--- src/rtl/ntt_job_scheduler.sv ---
// NTT job scheduler: queues host commands in a small FIFO, arbitrates the
// data banks between the NTT engine and direct host access, launches jobs,
// supervises them with a cycle timeout and returns a tagged completion.
module ntt_job_scheduler #(
    parameter logic [15:0] TIMEOUT = 16'd2048,
    parameter int          DEPTH   = 4
) (
    input  logic       clk,
    input  logic       rst,
    input  logic       cmd_valid,
    output logic       cmd_ready,
    input  logic [3:0] cmd_conf,
    input  logic [3:0] cmd_tag,
    output logic       eng_start,
    output logic [3:0] eng_conf,
    output logic       eng_abort,
    input  logic [1:0] eng_done,
    input  logic       host_req,
    output logic       host_gnt,
    output logic       rsp_valid,
    input  logic       rsp_ready,
    output logic [3:0] rsp_tag,
    output logic [1:0] rsp_status,
    output logic       busy
);

    // Pointer width; DEPTH is a power of two so pointers wrap naturally.
    localparam int AW = (DEPTH > 1) ? $clog2(DEPTH) : 1;
    localparam int CW = AW + 1;
    localparam logic [CW-1:0] FULL_COUNT = CW'(DEPTH);
    localparam logic [15:0]   RUN_LAST   = TIMEOUT - 16'd1;

    localparam logic OWNER_HOST = 1'b1;
    localparam logic OWNER_JOB  = 1'b0;

    localparam logic [1:0] STATUS_OK      = 2'b00;
    localparam logic [1:0] STATUS_TIMEOUT = 2'b01;

    typedef enum logic [2:0] {
        IDLE,
        HOST,
        START,
        RUN,
        RESP
    } state_t;

    state_t state, state_nxt;

    logic [7:0]    fifo_mem [DEPTH];
    logic [AW-1:0] wr_ptr;
    logic [AW-1:0] rd_ptr;
    logic [CW-1:0] fifo_count;
    logic          fifo_full;
    logic          fifo_empty;
    logic          push;
    logic          pop;
    logic [3:0]    head_conf;
    logic [3:0]    head_tag;

    logic [15:0]   run_cnt;
    logic          last_owner;
    logic [3:0]    conf_q;
    logic [3:0]    tag_q;
    logic [3:0]    rsp_tag_q;
    logic [1:0]    rsp_status_q;
    logic          done_hit;
    logic          timeout_hit;

    assign fifo_full  = (fifo_count == FULL_COUNT);
    assign fifo_empty = (fifo_count == '0);
    assign push       = cmd_valid && !fifo_full;
    // START is only entered with a non-empty FIFO, so the pop is always legal.
    assign pop        = (state == START);

    assign {head_conf, head_tag} = fifo_mem[rd_ptr];

    // Completion beats the timeout when both land in the same RUN cycle.
    assign done_hit    = (state == RUN) && (eng_done != 2'b00);
    assign timeout_hit = (state == RUN) && !done_hit && (run_cnt == RUN_LAST);

    // Command storage; payload only, no reset needed.
    always_ff @(posedge clk) begin
        if (push) begin
            fifo_mem[wr_ptr] <= {cmd_conf, cmd_tag};
        end
    end

    // FIFO pointers and occupancy; simultaneous push and pop keep the count.
    always_ff @(posedge clk or negedge rst) begin
        if (!rst) begin
            wr_ptr     <= '0;
            rd_ptr     <= '0;
            fifo_count <= '0;
        end else begin
            if (push) begin
                wr_ptr <= wr_ptr + 1'b1;
            end
            if (pop) begin
                rd_ptr <= rd_ptr + 1'b1;
            end
            case ({push, pop})
                2'b10:   fifo_count <= fifo_count + 1'b1;
                2'b01:   fifo_count <= fifo_count - 1'b1;
                default: fifo_count <= fifo_count;
            endcase
        end
    end

    // State register.
    always_ff @(posedge clk or negedge rst) begin
        if (!rst) begin
            state <= IDLE;
        end else begin
            state <= state_nxt;
        end
    end

    // Next-state logic with round-robin between queued job and host access.
    always_comb begin
        state_nxt = state;
        case (state)
            IDLE: begin
                if (!fifo_empty && host_req) begin
                    state_nxt = (last_owner == OWNER_HOST) ? START : HOST;
                end else if (!fifo_empty) begin
                    state_nxt = START;
                end else if (host_req) begin
                    state_nxt = HOST;
                end
            end
            HOST: begin
                if (!host_req) begin
                    state_nxt = IDLE;
                end
            end
            START: begin
                state_nxt = RUN;
            end
            RUN: begin
                if (done_hit || timeout_hit) begin
                    state_nxt = RESP;
                end
            end
            RESP: begin
                if (rsp_ready) begin
                    state_nxt = IDLE;
                end
            end
            default: begin
                state_nxt = IDLE;
            end
        endcase
    end

    // Ownership history, run counter and job context registers.
    always_ff @(posedge clk or negedge rst) begin
        if (!rst) begin
            last_owner <= OWNER_HOST;
            run_cnt    <= '0;
            conf_q     <= '0;
            tag_q      <= '0;
        end else begin
            if (state == HOST) begin
                last_owner <= OWNER_HOST;
            end else if (state == START) begin
                last_owner <= OWNER_JOB;
            end

            if (state == START) begin
                run_cnt <= '0;
            end else if (state == RUN) begin
                run_cnt <= run_cnt + 16'd1;
            end

            // Capture the head entry so it is already on eng_conf during START.
            if ((state == IDLE) && (state_nxt == START)) begin
                conf_q <= head_conf;
                tag_q  <= head_tag;
            end
        end
    end

    // Response registers, loaded as RUN finishes and held through RESP.
    always_ff @(posedge clk or negedge rst) begin
        if (!rst) begin
            rsp_tag_q    <= '0;
            rsp_status_q <= STATUS_OK;
        end else if ((state == RUN) && (state_nxt == RESP)) begin
            rsp_tag_q    <= tag_q;
            rsp_status_q <= done_hit ? STATUS_OK : STATUS_TIMEOUT;
        end
    end

    assign cmd_ready  = !fifo_full;
    assign eng_start  = (state == START);
    assign eng_conf   = conf_q;
    assign eng_abort  = timeout_hit;
    assign host_gnt   = (state == HOST);
    assign rsp_valid  = (state == RESP);
    assign rsp_tag    = rsp_tag_q;
    assign rsp_status = rsp_status_q;
    assign busy       = (state != IDLE);

endmodule

--- config.mk ---
export PLATFORM = sky130hd
export DESIGN_NAME = ntt_job_scheduler
export DESIGN_NICKNAME = d
export VERILOG_FILES = /design/src/rtl/ntt_job_scheduler.sv
export SDC_FILE = /design/constraint.sdc
export NUM_CORES = 1
export LEC_CHECK = 0
export CELL_PAD_IN_SITES_DETAIL_PLACEMENT = 1
export CELL_PAD_IN_SITES_GLOBAL_PLACEMENT = 2
export CORE_ASPECT_RATIO = 0.75
export CORE_MARGIN = 2
export CORE_UTILIZATION = 43
export DETAILED_ROUTE_END_ITERATION = 12
export GPL_ROUTABILITY_DRIVEN = 0
export PLACE_DENSITY_LB_ADDON = 0.1
export SYNTH_ARGS = -nofsm -noshare
export SYNTH_HDL_FRONTEND = slang
export SYNTH_SLANG_ARGS = --single-unit
--- constraint.sdc ---
create_clock -name clk -period 3.95 [get_ports clk]
set_clock_uncertainty 0.15 [all_clocks]
set_input_delay 0.395 -clock clk [delete_from_list [all_inputs] [get_ports clk]]
set_output_delay 0.395 -clock clk [all_outputs]
set_load 0.02 [all_outputs]
==> results.txt <==
----------------------------------------------------
[Cells and area]
  Relative area change from synthesis to final layout ... 18.9%
  Layout cell share with drive strength beyond 1 ... 15.1%
  Finished Core Util ... 52.2%
  Diodes inserted ... 0
  Final nets ... 295
  Fill count ... 763

[Global routing]
  Most utilized layer in the global route result ... met2
  Total congestion overflow ... 0
  Routing usage on met2 ... 27.8%
  Total Routing Usage GR ... 18.4%
  Fraction of met3 tracks used by global routing ... 4.19%
  Largest net degree at the start of global routing ... 41
  Antenna violations before repair ... 0
  Number of global-route vias before repair ... 2183
  Met1 Resource Use GR ... 26.4%
  Global-route wire length before repair ... 11400 µm

[Timing]
  Accumulated negative setup slack ... 0 ns
  Actual transition at the worst max-transition pin ... 0.946 ns
  Final hold vios ... 0
  Final Max Slew Viols ... 0
  Time the worst path needs with I/O delays and setup ... 2.98 ns
  Max_slew headroom ... 36.9%
  WHS ... 0.0548 ns
  Highest achievable clock rate ... 335 MHz
  Setup repair after global routing missed its margin ... no
  Final period utilization ... 75.5%
  Setup violators final ... 0

[CTS]
  Setup fix buffers added after clock tree synthesis ... 0
  Root cell of the clock tree ... sky130_fd_sc_hd__clkbuf_8
  Hold-fix buffer count after cts ... 0
  Number of buffers added by the clock tree synthesis step ... 9
  Resized Gates After CTS ... 0
  Clk Latency, worst-skew pair ... 0.34 ns
  Largest buffer count on any clock path ... 2
  Clock slew at the register clock pins of the worst setup and hold paths ... 0.07 ns
  CTS H-Tree Depth ... 3
  Number of sinks driven by the clock tree ... 72
  CTS tree ... done

[Worst setup path]
  Source of the worst register-to-register timing path ... state[1]
  Cell Chain, Critical Path ... ha_1 -> and4bb_2 -> nand3b_1 -> nor3_1 -> clkdlybuf4s50_1
  Total buffers and inverters traversed by the critical path ... 1
  Critical register-to-register path endpoint ... fifo_count[2]
  Data required time of the critical path ... 3.40 ns
  Crit end category ... primary output
  Largest incremental delay on the critical path ... 0.64 ns
  R2R setup slack ... 1.26 ns
  Critical path peak fanout ... 6
  Arrival time at the worst endpoint ... 2.44 ns
  Type of the worst setup path ... register to primary output
  Number of cells on the worst reg-to-reg path ... 9
  Cell at the slowest stage of the critical path ... sky130_fd_sc_hd__clkdlybuf4s50_1
  Worst Setup Start Kind ... register
  Critical path depth ... 5
  Delay-heaviest family, CP ... simple AND/OR/NAND/NOR gates

[Detailed routing]
  Drt via density ... 5.24
  Antenna violation net count after detailed routing ... 0
  Post-detailed-route wirelength per cell ... 17.7 µm
  DRC violations left ... 0
  First-pass iteration count of the detailed router ... 4
  Routed vias ... 1985
  Sum of routed wire length over all layers ... 6720 µm
  Iteration-0 DRC Markers ... 87

[Logic synthesis]
  Synthesized net count ... 262
  Synth area leader ... sky130_fd_sc_hd__dfrtp_1
  Number of warnings issued by yosys ... 0
  Sequential-to-total area share from yosys stat ... 61.3%
  Number of standard cells after synthesis ... 240
  Average cell area after synthesis ... 13.3 µm²
  Synth unique cells ... 45
  Dominant cells by area after synthesis ... sky130_fd_sc_hd__dfrtp_1 30%, sky130_fd_sc_hd__edfxtp_1 30%, sky130_fd_sc_hd__mux4_2 5.6%, sky130_fd_sc_hd__nand2_1 3.3%, sky130_fd_sc_hd__mux2_2 3.2%
  FF+latch count, synth ... 72
  Most frequent cell after synthesis ... sky130_fd_sc_hd__dfrtp_1
  Top-area cell type share of the netlist area ... 30.5%
  Ys flop type ... sky130_fd_sc_hd__dfrtp_1
  Number of synthesized flops with an enable pin ... 32
  Top post-synthesis cells by count ... 39 x sky130_fd_sc_hd__dfrtp_1, 32 x sky130_fd_sc_hd__edfxtp_1, 28 x sky130_fd_sc_hd__nand2_1
  Synth async-reset ratio ... 55.6%
  Area of the mapped netlist ... 3200 µm²

[Floorplanning]
  Core region area ... 7300 µm²
  Die Y ... 78.7 µm
  Horizontal extent of the die ... 104 µm
  Die area ... 8160 µm²
  Number of standard-cell rows in the floorplan ... 27
  Effective utilization at floorplan ... 43.9%
  IO Count ... 31

[Place]
  I/O Buffers ... 29
  Detailed placer's ending HPWL ... 4660 µm

[Run]
  Max cap viols ... 0

[Pwr]
  Total power divided by cell area ... 734 nW/µm²
  Maximum vdd ir drop ... 339 µV
  Static leakage power ... 1.51 nW

[Status]
  Result of the run ... finished clean

[Worst hold path]
  Type of the tightest min-delay check ... primary input to asynchronous set/reset pin

----------------------------------------------------
-- worst max-delay path by stage --
stage | start | slack (ns) | end
3_3_place_gp | state[1] | 1.28 | fifo_count[2]
5_1_grt | state[1] | 0.76 | eng_start
3_5_place_dp | state[1] | 1.22 | fifo_count[2]
2_1_floorplan | state[1] | 1.57 | fifo_count[2]
6_report | run_cnt[0] | 0.97 | eng_abort
4_1_cts | run_cnt[0] | 0.94 | eng_abort
-- cells by family after synthesis --
group	count (synthesis)	synth area share, %
compound gates	27	5.74
xor+xnor	6	1.64
fa+ha+maj	7	2.97
buf+inv	18	2.34
flops	72	61.3
mux	29	13.2
other cells	1	0.117
simple gates	80	12.7
-- stage by stage --
step / std cells / instance area [µm²] / setup WS [ns] / power, mW
finish: 379 / 3810 / 0.967 / 2.80
global route: 379 / 3810 / 0.757 / 2.99
CTS: 379 / 3810 / 0.943 / 2.84
detailed placement: 363 / 3580 / 1.22 / 2.19
global placement: 363 / 3580 / 1.28 / 2.15
floorplan: 240 / 3200 / 1.57 / 1.83
-- flip-flops by register name (all words and copies together) (netlist names) --
signal	cells
state	3
rsp_status	1
last_owner	1
rd_ptr	2
fifo_mem	32
eng_conf	4
wr_ptr	2
run_cnt	16
fifo_count	3
tag_q	4
rsp_tag	4
-- power breakdown --
part	total (mW)	switching (mW)	internal, mW	leakage (nW)
sequential	1.20	0.191	1.01	0.800
combinational	0.956	0.480	0.476	0.596
clock	0.640	0.267	0.373	0.110
total	2.79	0.939	1.86	1.51
-- final cells by class --
type / count / area [µm²] / area share (%)
inverter: 10 / 37.5 / 0.986
timing repair buffer: 30 / 293 / 7.69
tap: 101 / 126 / 3.32
sequential: 72 / 1960 / 51.6
multi-input combinational: 150 / 1160 / 30.6
clock buffer: 11 / 141 / 3.71
clock inverter: 5 / 81.3 / 2.14
-- layer usage --
layer | wire [µm] | part of all wire, % | vias to the layer above
li1 | - | - | 938
met4 | 91 | 1.4 | 0
met1 | 3500 | 52 | 1009
met3 | 192 | 2.9 | 9
met2 | 2930 | 44 | 29
met5 | 0 | 0 | -
-- layout by cell type, fill, tap and decap left out, drive strengths merged, types with 7 or more instances in the layout --
master and n:
mux2 13, dfrtp 39, inv 10, clkbuf 11, mux4 8, o21ai 14
nand2 28, nor2 10, nor3 7, mux2i 8, edfxtp 32, nand3 10
clkdlybuf4s50 28
(Power assumes the default switching activity.)
